--- src/rtl/ring_counter_param_if.sv ---
// Control and status bundle for ring_counter_param: the sequencer drives the
// controls (master), the counter returns its state and decoded status (slave).
interface ring_counter_param_if #(
  parameter int WIDTH = 5
);
  localparam int POS_W = (WIDTH > 1) ? $clog2(WIDTH) : 1;

  logic             enable;
  logic [1:0]       mode;
  logic             dir;
  logic             inject;
  logic             load;
  logic [WIDTH-1:0] load_value;
  logic [WIDTH-1:0] q;
  logic             wrap;
  logic             onehot_ok;
  logic [POS_W-1:0] pos;

  modport master (
    output enable, mode, dir, inject, load, load_value,
    input  q, wrap, onehot_ok, pos
  );

  modport slave (
    input  enable, mode, dir, inject, load, load_value,
    output q, wrap, onehot_ok, pos
  );
endinterface

--- src/rtl/ring_counter_param.sv ---
// Parametrised ring / Johnson shift counter with parallel load, registered
// wrap pulse and combinational one-hot / highest-set-bit status.
module ring_counter_param #(
  parameter int          WIDTH = 5,
  parameter logic [31:0] INIT  = 32'h0000_0000
) (
  input logic                 clk,
  input logic                 clear,
  ring_counter_param_if.slave bus
);
  localparam int               POS_W  = (WIDTH > 1) ? $clog2(WIDTH) : 1;
  localparam logic [WIDTH-1:0] INIT_Q = INIT[WIDTH-1:0];

  typedef enum logic [1:0] {
    MODE_RING     = 2'b00,
    MODE_JOHNSON  = 2'b01,
    MODE_HOLD     = 2'b10,
    MODE_HOLD_ALT = 2'b11
  } mode_e;

  function automatic logic [5:0] ones_count(input logic [WIDTH-1:0] v);
    logic [5:0] cnt;
    cnt = 6'd0;
    for (int i = 0; i < WIDTH; i++) begin
      cnt = cnt + {5'd0, v[i]};
    end
    return cnt;
  endfunction

  // Highest set bit wins because later (higher) indices overwrite earlier ones.
  function automatic logic [POS_W-1:0] high_index(input logic [WIDTH-1:0] v);
    logic [POS_W-1:0] idx;
    idx = {POS_W{1'b0}};
    for (int i = 0; i < WIDTH; i++) begin
      if (v[i]) begin
        idx = POS_W'(i);
      end else begin
        idx = idx;
      end
    end
    return idx;
  endfunction

  logic [WIDTH-1:0] q_r;
  logic             wrap_r;
  logic [WIDTH-1:0] q_next_s;
  logic             wrap_next_s;
  logic [WIDTH-1:0] shifted_s;
  logic             exit_s;
  logic             entry_s;
  logic             advance_s;
  logic             wrap_cond_s;
  mode_e            mode_s;

  assign mode_s = mode_e'(bus.mode);

  // Shift datapath: exit bit, entry bit and the advanced state.
  always_comb begin
    exit_s      = 1'b0;
    entry_s     = 1'b0;
    advance_s   = 1'b0;
    wrap_cond_s = 1'b0;
    shifted_s   = q_r;
    if (bus.dir) begin
      exit_s = q_r[WIDTH-1];
    end else begin
      exit_s = q_r[0];
    end
    case (mode_s)
      MODE_RING: begin
        entry_s   = exit_s | bus.inject;
        advance_s = bus.enable;
      end
      MODE_JOHNSON: begin
        entry_s   = ~exit_s | bus.inject;
        advance_s = bus.enable;
      end
      default: begin
        entry_s   = 1'b0;
        advance_s = 1'b0;
      end
    endcase
    if (bus.dir) begin
      shifted_s = {q_r[WIDTH-2:0], entry_s};
    end else begin
      shifted_s = {entry_s, q_r[WIDTH-1:1]};
    end
    // Ring laps on a recirculated token; Johnson laps when the shift empties q.
    case (mode_s)
      MODE_RING:    wrap_cond_s = exit_s;
      MODE_JOHNSON: wrap_cond_s = (shifted_s == {WIDTH{1'b0}});
      default:      wrap_cond_s = 1'b0;
    endcase
  end

  // Next-state selection: load beats advance beats hold.
  always_comb begin
    q_next_s    = q_r;
    wrap_next_s = 1'b0;
    if (bus.load) begin
      q_next_s    = bus.load_value;
      wrap_next_s = 1'b0;
    end else if (advance_s) begin
      q_next_s    = shifted_s;
      wrap_next_s = wrap_cond_s;
    end else begin
      q_next_s    = q_r;
      wrap_next_s = 1'b0;
    end
  end

  // State and wrap pulse registers, asynchronously cleared to INIT.
  always_ff @(posedge clk or negedge clear) begin
    if (!clear) begin
      q_r    <= INIT_Q;
      wrap_r <= 1'b0;
    end else begin
      q_r    <= q_next_s;
      wrap_r <= wrap_next_s;
    end
  end

  assign bus.q         = q_r;
  assign bus.wrap      = wrap_r;
  assign bus.onehot_ok = (ones_count(q_r) == 6'd1);
  assign bus.pos       = high_index(q_r);
endmodule

--- src/flat_wrapper.sv ---
// flat-port wrapper written by rule: the top's interface ports become plain ports
module ring_counter_param_flat 
#(
  parameter int          WIDTH = 5,
  parameter logic [31:0] INIT  = 32'h0000_0000
)
  (clk, clear, bus_enable, bus_mode, bus_dir, bus_inject, bus_load, bus_load_value, bus_q, bus_wrap, bus_onehot_ok, bus_pos);
  ring_counter_param_if #(.WIDTH(WIDTH)) bus_i ();
  input logic clk;
  input logic clear;
  input wire logic [$bits(bus_i.enable)-1:0] bus_enable;
  input wire logic [$bits(bus_i.mode)-1:0] bus_mode;
  input wire logic [$bits(bus_i.dir)-1:0] bus_dir;
  input wire logic [$bits(bus_i.inject)-1:0] bus_inject;
  input wire logic [$bits(bus_i.load)-1:0] bus_load;
  input wire logic [$bits(bus_i.load_value)-1:0] bus_load_value;
  output wire logic [$bits(bus_i.q)-1:0] bus_q;
  output wire logic [$bits(bus_i.wrap)-1:0] bus_wrap;
  output wire logic [$bits(bus_i.onehot_ok)-1:0] bus_onehot_ok;
  output wire logic [$bits(bus_i.pos)-1:0] bus_pos;
  assign bus_i.enable = bus_enable;
  assign bus_i.mode = bus_mode;
  assign bus_i.dir = bus_dir;
  assign bus_i.inject = bus_inject;
  assign bus_i.load = bus_load;
  assign bus_i.load_value = bus_load_value;
  assign bus_q = bus_i.q;
  assign bus_wrap = bus_i.wrap;
  assign bus_onehot_ok = bus_i.onehot_ok;
  assign bus_pos = bus_i.pos;
  ring_counter_param #(.WIDTH(WIDTH), .INIT(INIT)) u_core (.clk(clk), .clear(clear), .bus(bus_i));
endmodule
--- config.mk ---
export PLATFORM = sky130hd
export DESIGN_NAME = ring_counter_param_flat
export DESIGN_NICKNAME = d
export VERILOG_FILES = /design/src/rtl/ring_counter_param_if.sv /design/src/rtl/ring_counter_param.sv /design/src/flat_wrapper.sv
export SDC_FILE = /design/constraint.sdc
export NUM_CORES = 1
export LEC_CHECK = 0
export BUFFER_PORTS_ARGS = -buffer_cell sky130_fd_sc_hd__buf_4
export CAP_MARGIN = 20
export CORE_AREA = 5 5 42 44
export CTS_CLUSTER_DIAMETER = 80
export DETAILED_ROUTE_END_ITERATION = 12
export DIE_AREA = 0 0 47 49
export PLACE_DENSITY = 0.73
export SLEW_MARGIN = 20
export SYNTH_ARGS = -nofsm -noshare
export SYNTH_HDL_FRONTEND = slang
export SYNTH_SLANG_ARGS = --single-unit
--- constraint.sdc ---
create_clock -name clk -period 6.8 [get_ports clk]
set_clock_uncertainty 0.15 [all_clocks]
set_input_delay 0.34 -clock clk [delete_from_list [all_inputs] [get_ports clk]]
set_output_delay 0.34 -clock clk [all_outputs]
set_load 0.03 [all_outputs]
==> reports/summary.txt <==
First-pass GRT wire length -> 1930 um
Core box area -> 1400 sq um
Slew of the pin with the lowest slew margin -> 0.314 ns
Multi-input logic area -> 327 sq um
Post-route ant nets -> 0
Fmax -> 332 MHz
Worst vdd ir -> 0.000100 V
Synth area leader -> dfrtp_1
FF+latch count, synth -> 6
Die Height -> 49 um
Global placement routability congestion -> 0.751
Starting Density -> 38.0%
Drt drc -> 0
Final setup violation count -> 0
Post-Syn Nets -> 79
Final period util -> 44.3%
Fillers -> 147
Die width -> 47 um
DRT Wirelength -> 1210 um
Clock tree buffer depth -> 2
Crit-path slowest cell -> fa_1
Critical Path End Type -> primary output
Power density over the cells -> 205 nW/um^2
IO Pins -> 23
Rows -> 14
Worst setup SP type -> register
Critical path class -> register to primary output
Synth warn -> 0
Initial DRC count -> 6
Slew Viols, Final -> 0
Fraction of registers with async set/reset -> 100%
Stages on worst setup path -> 9
Leak Pwr -> 0.000365 uW
# H-tree levels -> 1
WHS -> 0.153 ns
Non-Filler Instances -> 100
R2R setup slack -> 5.34 ns
Clk slew on worst S/H paths -> 0.04 ns
Crit path max-delay family -> adder cells
Number of buffers created by CTS -> 3
GRT Overall Usage -> 11.6%
Prevailing post-synth register cell -> dfrtp_1
Critical Path Fanout Max -> 7
Hold crit path type -> input pin to register
Placed cell count -> 96
Crit. Startpoint -> u_core.bus.q[0]
Post-Route Setup TNS -> 0 ns
Distinct cells, synth -> 26
Worst path cell trace -> ha_1, inv_1, fa_1, inv_1, ha_1, inv_1, fa_1, and3_1, buf_4
Synth cell count leaders -> inv_1, nand2_1, dfrtp_1
Outcome -> complete, no violations
DR WL/cell -> 12.1 um
Crit path top cell by count -> inv_1
RSZ-0062 raised after global routing -> false
Clk sink count -> 6
Die ar. -> 2300 sq um
Final hold violation count -> 0
Clock Latency Late Sink -> 0.24 ns
Seq/Total Area, Yosys -> 28.2%
Remaining Overflow, GRT -> 0
Cells after Synth -> 62
Setup crit end -> bus_onehot_ok
Critical Path AT -> 2.52 ns
R2r endpoint -> u_core.bus.q[0]
Buf+Inv Stages, Crit Path -> 4
Post-synth top area share -> 28.2%
Pre-antenna DRT Iters -> 4
Worst Reg-to-Reg Cells -> 4
Routed vias -> 511
Post-synth EDFFs -> 0
Slew margin rel. -> 79.1%
Diode count -> 0
Average size of a mapped cell -> 8.60 sq um
Post-Syn Area -> 533 sq um
Sequential Area -> 150 sq um
CTS tree -> yes
Final Power -> 147 uW
Max capacitance violation total -> 0
Vias in the first global route -> 469
Worst path max stage delay -> 0.47 ns
Antenna violations before repair -> 0
Critical Path RT -> 6.31 ns
Min Clock Period, post-route -> 3.01 ns
I/O Buffers -> 22
R2r startpoint -> u_core.bus.q[4]
Layout cells sized above 1 -> 34.5%
Final nets -> 103
Via density -> 5.11
Dpl hpwl -> 986 um
Layout area overhead -> 35.2%
Pin count of the biggest net entering global routing -> 13
CTS root buffer -> clkbuf_4
Util after Layout -> 51.4%
Area contributors post-synth -> dfrtp_1, fa_1, mux2i_1, inv_1, nand2_1
==> per-layer routing <==
layer  GRT usage [%]  vias up  part of all wire [%]  wire (um)
li1                -      255                     -          -
met2            17.4       12                    52        631
met4            8.29        0                     0          0
met5               0        -                     0          0
met1            14.2      244                    41        491
met3            1.85        0                   6.9         83
==> how the worst min path moves through the flow <==
stage	cells after the start	startpoint	endpoint
after floorplan	0	clear	u_core.bus.q[0]
after global placement	1	clear	u_core.bus.q[2]
after detailed placement	1	clear	u_core.bus.q[1]
after CTS	3	bus_load_value[1]	u_core.bus.q[1]
after global routing	3	bus_load_value[4]	u_core.bus.q[4]
final	3	bus_load_value[1]	u_core.bus.q[1]
==> cell families (layout without fill, tap and decap cells) <==
kind of cell | Yosys count | count (layout) | share of synthesized area [%]
AO/OA/AOI/OAI | 16 | 16 | 20.0
XOR/XNOR | 2 | 2 | 3.29
adder cells (fa/ha/maj) | 4 | 4 | 12.2
buffers and inverters | 11 | 33 | 10.6
flip-flops | 6 | 6 | 28.2
multiplexers | 4 | 4 | 7.51
AND/OR/NAND/NOR | 19 | 19 | 18.3
==> registers in the layout (all words and copies together), names as in the netlist <==
register and cells:
u_core.bus.q 5, u_core.bus.wrap 1
==> placed cells by master (no fill, tap or decap), types with 2 or more instances in the layout <==
cell / instances
dfrtp_1: 6
nand2_1: 7
nor2_1: 5
mux2i_1: 4
nor2b_1: 2
fa_1: 2
buf_4: 22
ha_1: 2
clkbuf_4: 3
a21oi_1: 5
inv_1: 7
o21ai_0: 5
==> repair_timing <==
| action | in CTS | in global routing |
|---|---|---|
| hold buffers | 1 | 0 |
| gates resized for setup | 0 | 0 |
| setup buffers | 0 | 0 |
| endpoints found under the hold margin | 6 | 0 |
==> per-stage QoR <==
step | setup slack, ns | area, sq um
2_1_floorplan | 3.96 | 533
3_3_place_gp | 4.09 | 688
3_5_place_dp | 4.03 | 688
4_1_cts | 3.77 | 721
5_1_grt | 3.64 | 721
6_report | 3.79 | 721
==> tightest hold or removal path: stages <==
cell,delay [ns]
buf_4,0.07
nand2_1,0.04
o21ai_0,0.05
==> report_power, final <==
part | switching (uW) | internal [uW] | leakage (uW)
combinational | 40.3 | 30.1 | 0.000277
clock | 12.2 | 19.9 | 0.0000138
sequential | 5.81 | 39.0 | 0.0000744
==> area by class of cell <==
type	count	share of cell area [%]
multi-input combinational	45	45.3
timing repair buffer	23	24.3
sequential	6	20.8
inverter	7	3.65
clock buffer	3	3.13
tap	16	2.78
Note: power is estimated with default switching activity, not from simulation.
